**src/rtl/encode148_latch_if.sv**
```systemverilog
// Request/encode bus for encode148_latch: request lines, enable and ack in,
// encoded index, group select, enable-out, valid and pending flags out.
interface encode148_latch_if;
    logic       EI_n;
    logic [7:0] I_n;
    logic       ack;
    logic [2:0] A_n;
    logic       GS_n;
    logic       EO_n;
    logic       valid;
    logic [7:0] pending;

    modport master (
        output EI_n, I_n, ack,
        input  A_n, GS_n, EO_n, valid, pending
    );

    modport slave (
        input  EI_n, I_n, ack,
        output A_n, GS_n, EO_n, valid, pending
    );
endinterface

```
**src/rtl/encode148_latch.sv**
```systemverilog
// Registered 8-to-3 priority encoder: falling edges on I_n are captured as
// pending requests, presented one at a time, and retired by an ack pulse.
module encode148_latch (
    input  logic              clk,
    input  logic              rst_n,
    encode148_latch_if.slave  bus
);
    typedef enum logic {
        IDLE    = 1'b0,
        PRESENT = 1'b1
    } state_t;

    state_t     r_state;
    logic [7:0] r_in_q;
    logic [7:0] r_pending;
    logic [2:0] r_idx;
    logic [2:0] r_a_n;
    logic       r_valid;
    logic       r_gs_n;

    logic [7:0] w_fall;
    logic [7:0] w_ack_clr;
    logic [2:0] w_sel;
    logic       w_any;

    assign w_fall = r_in_q & ~bus.I_n;
    assign w_any  = |r_pending;

    // NOTE: w_sel gets a default before the loop so no path leaves it unassigned (no latch).
    always_comb begin
        w_sel = 3'd0;
        for (int i = 0; i < 8; i++) begin
            if (r_pending[i]) w_sel = 3'(i);
        end
    end

    // Clearing the presented bit is OR'ed with new falls, so a coincident set wins.
    always_comb begin
        w_ack_clr = 8'h00;
        if (r_state == PRESENT && !bus.EI_n && bus.ack) w_ack_clr = 8'b1 << r_idx;
    end

    always_ff @(posedge clk) begin
        // NOTE: in_q tracks I_n even in reset so lines held low across release are not seen as new falls.
        r_in_q <= bus.I_n;
        if (!rst_n) begin
            r_state   <= IDLE;
            r_pending <= 8'h00;
            r_idx     <= 3'd0;
            r_a_n     <= 3'b111;
            r_valid   <= 1'b0;
            r_gs_n    <= 1'b1;
        end else begin
            r_pending <= (r_pending & ~w_ack_clr) | w_fall;
            case (r_state)
                IDLE: begin
                    if (!bus.EI_n && w_any) begin
                        r_idx   <= w_sel;
                        r_a_n   <= ~w_sel;
                        r_valid <= 1'b1;
                        r_gs_n  <= 1'b0;
                        r_state <= PRESENT;
                    end
                end
                PRESENT: begin
                    // Disable aborts ahead of ack; the presented request stays pending.
                    if (bus.EI_n || bus.ack) begin
                        r_a_n   <= 3'b111;
                        r_valid <= 1'b0;
                        r_gs_n  <= 1'b1;
                        r_state <= IDLE;
                    end
                end
                default: r_state <= IDLE;
            endcase
        end
    end

    assign bus.A_n     = r_a_n;
    assign bus.GS_n    = r_gs_n;
    assign bus.valid   = r_valid;
    assign bus.pending = r_pending;
    assign bus.EO_n    = ~(~bus.EI_n & (r_state == IDLE) & ~w_any);
endmodule

```
**src/flat_wrapper.sv**
```systemverilog
// flat-port wrapper written by rule: the top's interface ports become plain ports
module encode148_latch_flat 
  (clk, rst_n, bus_EI_n, bus_I_n, bus_ack, bus_A_n, bus_GS_n, bus_EO_n, bus_valid, bus_pending);
  encode148_latch_if bus_i ();
  input  logic clk;
  input  logic rst_n;
  input wire logic [$bits(bus_i.EI_n)-1:0] bus_EI_n;
  input wire logic [$bits(bus_i.I_n)-1:0] bus_I_n;
  input wire logic [$bits(bus_i.ack)-1:0] bus_ack;
  output wire logic [$bits(bus_i.A_n)-1:0] bus_A_n;
  output wire logic [$bits(bus_i.GS_n)-1:0] bus_GS_n;
  output wire logic [$bits(bus_i.EO_n)-1:0] bus_EO_n;
  output wire logic [$bits(bus_i.valid)-1:0] bus_valid;
  output wire logic [$bits(bus_i.pending)-1:0] bus_pending;
  assign bus_i.EI_n = bus_EI_n;
  assign bus_i.I_n = bus_I_n;
  assign bus_i.ack = bus_ack;
  assign bus_A_n = bus_i.A_n;
  assign bus_GS_n = bus_i.GS_n;
  assign bus_EO_n = bus_i.EO_n;
  assign bus_valid = bus_i.valid;
  assign bus_pending = bus_i.pending;
  encode148_latch u_core (.clk(clk), .rst_n(rst_n), .bus(bus_i));
endmodule
```
**config.mk**
```make
export PLATFORM = sky130hd
export DESIGN_NAME = encode148_latch_flat
export DESIGN_NICKNAME = d
export VERILOG_FILES = /design/src/rtl/encode148_latch_if.sv /design/src/rtl/encode148_latch.sv /design/src/flat_wrapper.sv
export SDC_FILE = /design/constraint.sdc
export NUM_CORES = 1
export LEC_CHECK = 0
export CORE_ASPECT_RATIO = 1.25
export CORE_UTILIZATION = 30
export CTS_CLUSTER_DIAMETER = 40
export CTS_CLUSTER_SIZE = 8
export DETAILED_ROUTE_END_ITERATION = 16
export PLACE_DENSITY = 0.62
export SLEW_MARGIN = 20
export SYNTH_ARGS = -nofsm -noshare
export SYNTH_HDL_FRONTEND = slang
export SYNTH_SLANG_ARGS = --single-unit
```
**constraint.sdc**
```tcl
create_clock -name clk -period 1.4 [get_ports clk]
set_input_delay 0.14 -clock clk [delete_from_list [all_inputs] [get_ports clk]]
set_output_delay 0.14 -clock clk [all_outputs]
set_load 0.1 [all_outputs]
```
---- Word level (Yosys, flattened, before mapping) ----
Index checks and enable logic that the tools add are counted.
cells by class
  bitwise gates (word level) .............. 12
  mux-type cells .......................... 20
  reductions and logical operators ........ 8
  shift-type cells ........................ 1
  equality and inequality tests ........... 2
operators with widths
  kind                                                                     count
  3-bit 2-to-1 mux                                                         8
  8-bit AND                                                                2
  8-bit NOT                                                                2
  8-bit 2-to-1 mux                                                         1
  8-bit OR                                                                 1
  8-bit OR reduction                                                       1
  1-bit by 3-bit left shift with 8-bit output, first input constant        1
  1-bit 2-to-1 mux                                                         7
  1-bit case mux with 2 select lines                                       3
  3-bit case mux with 2 select lines                                       1
  1-bit NOT                                                                4
  2-bit AND reduction                                                      2
  1-bit logical AND                                                        3
  3-bit NOT                                                                1
  1-bit AND                                                                2
  2-bit by 1-bit inequality test with 1-bit output, second input constant  1
  2-bit inequality test, second input constant                             1
  1-bit zero test                                                          1
  1-bit logical OR                                                         1
word-level totals
  flip-flop bits (word level) ............. 25
  output and inout port bits .............. 14

---- Depth between registers and ports, before layout ----
  depth in word-level cells ............... 10
  gate-level depth with buffers ........... 4
  depth with buffers taken out ............ 4

---- Worst setup path before layout ----
OpenSTA, ideal clock, no wires.
  kind .................................... register to output
  start ................................... reg u_core.r_pending[6] (netlist: u_core.bus.pending[6])
  end ..................................... out bus_EO_n
  cell stages (with the launch flop) ...... 4
  data arrival time ....................... 2034 ps
  slack ................................... -774 ps
  cell sequence ........................... dfxtp_1 or4_4 nor2_1 nand2_1
between the ends
  longest elaborated chain between the ends .. 4
RTL lines
  what                    RTL line               RTL
  start, declared         encode148_latch.sv:15  logic [7:0] r_pending;
  start signal, assigned  encode148_latch.sv:54  r_pending <= (r_pending & ~w_ack_clr) | w_fall;
  8-bit OR reduction      encode148_latch.sv:27  assign w_any = |r_pending;
  1-bit NOT               encode148_latch.sv:83  assign bus.EO_n = ~(~bus.EI_n & (r_state == IDLE) & ~w_any);
  1-bit AND               encode148_latch.sv:83
  1-bit NOT               encode148_latch.sv:83
  end, declared           flat_wrapper.sv:12     output wire logic [$bits(bus_i.EO_n)-1:0] bus_EO_n;
No other way between the ends.

---- Worst setup path after layout ----
  start ................................... reg u_core.r_pending[3] (netlist: u_core.bus.pending[3])
  end ..................................... out bus_EO_n
The elaborated chain is that of the path after synthesis.

==> run metrics <==
status finished, violations left; failing checks setup timing; all-layer global routing usage 15.3%; 1st-iter DRT viols 2; port buffer count 25; final worst slack -340 ps; post-synth top area cell dfxtp_1; fin crit share 124%; Avg Inst Size Synth around 10 um2; Starting Density between 30% and 40%; Detailed Place HPWL around 1600 um; TritonCTS Buffers 3; Post-Route WL ~2100 um; crit path DAT about 1600 ps; Pre-Repair DR Iteration Count 4; DRT antenna net count 0; WL/cell ~13 um; Hold Buf Count CTS 0; part of the power in registers 45.8%; WS Path Type flip-flop to primary output; Root Buffer clkbuf_4; r2r worst-path depth 5; largest family of logic cells by synthesized area compound AO/OA/AOI/OAI gates; worst hold endpoint u_core.r_in_q[6]; clock latency on the worst-skew pair around 330 ps; H-tree depth 1; mux contribution to synthesized area 0%; grt met2 use between 20% and 30%; peak supply drop around 0.65 mV; GR Util met1 19.8%; switch share 35.8%; # setup viols final 10; Placer Congestion ~0.84; CP startpoint kind flip-flop; most common cell in the netlist dfxtp_1; GRT overflow 0; pwr/cell area ~1100 nW/um2; CTS clk-pin slew, worst paths 140 ps; fin util between 50% and 60%; Die W slightly above 50 um; Core Box Area a little under 3000 um2; Pleak about 0.60 nW; Reg2Reg Launch Point u_core.bus.pending[3]; CP peak stage delay ~560 ps; total power between 1.5 and 2 mW; Yosys top cell area share between 50% and 60%; Synth Warn # 0; Worst Hold Depth 1; Final min period ~1700 ps; CP Max Fanout 2; I/O pin cnt 26; clock sinks 25; Vias a little over 800; final cell count without fillers between 150 and 200; met3 Usage GRT slightly above 3%; Hold Path Class input pin to flip-flop; grt peak-use layer met2; r2r endpoint u_core.r_idx[0]; Cells after DPL ~160; asr flop ratio synth 0%; Final Skew 14.3 ps; Synth-to-Final Area Change 66.5%; residual DRC count 0; synthesized area 933 um2; Slew @ Worst Pin ~300 ps; max-cap violations 0; compound-cell area share of the yosys netlist around a quarter; Max Slew Vio Count 0; worst slack at placement -134 ps; drt via density 4.78; worst rel slew slack roughly four fifths; vias in the first global route between 800 and 900; most common library cells after synthesis 25 x dfxtp_1, 11 x o21ai_0, 10 x a21boi_0, 10 x nand2b_1, 7 x nand2_1; Synth Flop Type dfxtp_1; Synth cell types 22; final hold slack around 250 ps; Post-Synth XOR/XNOR Area 0%; Vert. Die Dim 64.4 um; share of cells above drive strength 1 about 37%; first-pass GRT wire length 3750 um; critical path cell sequence or4_4 > nor2_4 > nand2_4 > buf_12; gate count of the mapped netlist a little over 90; largest net degree at the start of global routing 18; Hold Path Origin bus_I_n[6]; combinational share of power around 36%; Post-synth EDFFs 0; clock buffer depth 2; CP top delay family simple AND/OR/NAND/NOR gates; Synth Area in Simple Gates between 20% and 30%; RSZ-0062 raised after global routing true; sequential element share of the synthesized area a little over half; initial antenna violation count 0; NetSw ~0.63 mW; Synth Area in Adders 0%; cell internal pwr ~1.1 mW; Buf/Inv on CP 1; f_max approximately 0.57 GHz; synthesized flop and latch total 25; fin nets ~150; clock network power share 18.8%; Fin. Hold Viols 0; Worst setup EP type primary output; CTS tree built; Die Footprint between 3000 and 4000 um2; # rows 22; CP required about 1300 ps; top post-synthesis cells by area dfxtp_1 54%, a21boi_0 8.0%, nand2b_1 6.7%; syn_nets ~110; # diodes 0; CP max-delay cell or4_4; Worst R2R Setup Slack -290 ps
-- routing by layer --
layer,vias up,share of wire [%]
li1,410,-
met1,376,45
met2,22,49
met3,5,4.2
met4,0,1.8
met5,-,0
-- stage by stage --
step	area (um2)	setup TNS, ps
6_report	1550	-2500
2_1_floorplan	980	-1590
3_3_place_gp	1490	-681
4_1_cts	1550	-2400
3_5_place_dp	1490	-999
5_1_grt	1550	-3070
-- power groups by stage --
stage	Clock, mW	Sequential (mW)	Combinational, mW
2_1_floorplan	0	1.03	0.144
3_3_place_gp	0	0.818	0.597
3_5_place_dp	0	0.820	0.604
4_1_cts	0.344	0.804	0.626
5_1_grt	0.373	0.812	0.657
6_report	0.330	0.805	0.623
-- worst reg2reg max path, cell delays in order (launching register included) --
cell and delay [ps]:
dfxtp_4 370, or4_4 560, buf_4 170, o21ai_4 230
a21oi_2 70, o21a_1 190
-- kinds of logic after synthesis --
family                 count (synthesis)
AOI/OAI and AO/OA                     33
and+or+nand+nor                       33
DFF                                   25
buffers and inverters                  2
-- cell usage in the layout (no fill, tap or decap) --
cell             netlist  routed
nand2_4                0       1
a21boi_1               0       1
nand4bb_1              1       1
nor3b_1                1       1
o21ai_4                1       1
buf_12                 0      14
dfxtp_2                0       2
inv_1                  1       1
nor2_1                 5       4
nand4b_1               1       1
dfxtp_1               25      17
buf_4                  0      12
o21ai_0               11       9
a21boi_0              10       9
and2_1                 2       2
clkdlybuf4s50_1        0      11
nand2b_1              10      10
nand3_1                1       1
o21a_1                 4       4
a21oi_2                0       2
o21ai_1                0       2
o21a_4                 1       1
buf_6                  0       1
clkbuf_4               0       3
clkinvlp_4             0       1
dfxtp_4                0       6
a21oi_1                3       1
o31ai_2                1       1
nor2_4                 0       1
o31ai_1                2       2
nor2b_1                1       1
or4_4                  2       2
nand2_1                7       6
nor3_2                 0       2
-- final cells by class --
class | instances | area, um2
timing repair buffer | 38 | 492
clock inverter | 1 | 7.51
tap | 36 | 45.0
fill | 271 | 1390
multi-input combinational | 66 | 458
inverter | 1 | 3.75
clock buffer | 3 | 22.5
sequential | 25 | 526
-- registers in the layout, summed over array words and instances (netlist names) --
name / count
u_core.bus.A_n: 3
u_core.r_state: 1
u_core.r_idx: 3
u_core.bus.GS_n: 1
u_core.r_in_q: 8
u_core.bus.pending: 8
u_core.bus.valid: 1
-- timing repair --
action / 4_1_cts / 5_1_grt
pin swaps: 2 / 1
endpoints found under the setup margin: 10 / 10
gates resized for setup: 3 / 1
setup buffers: 2 / 0
-- how the worst max path moves through the flow --
stage,to,start,depth (start not counted),slack [ps]
2_1_floorplan,u_core.bus.A_n[2],u_core.bus.pending[1],4,-220
5_1_grt,bus_EO_n,u_core.bus.pending[3],4,-390
4_1_cts,bus_EO_n,u_core.bus.pending[3],4,-350
3_5_place_dp,u_core.r_idx[0],u_core.bus.pending[4],4,-130
3_3_place_gp,u_core.bus.A_n[2],u_core.bus.pending[1],4,-90
6_report,bus_EO_n,u_core.bus.pending[3],4,-340
(Power assumes the default switching activity.)
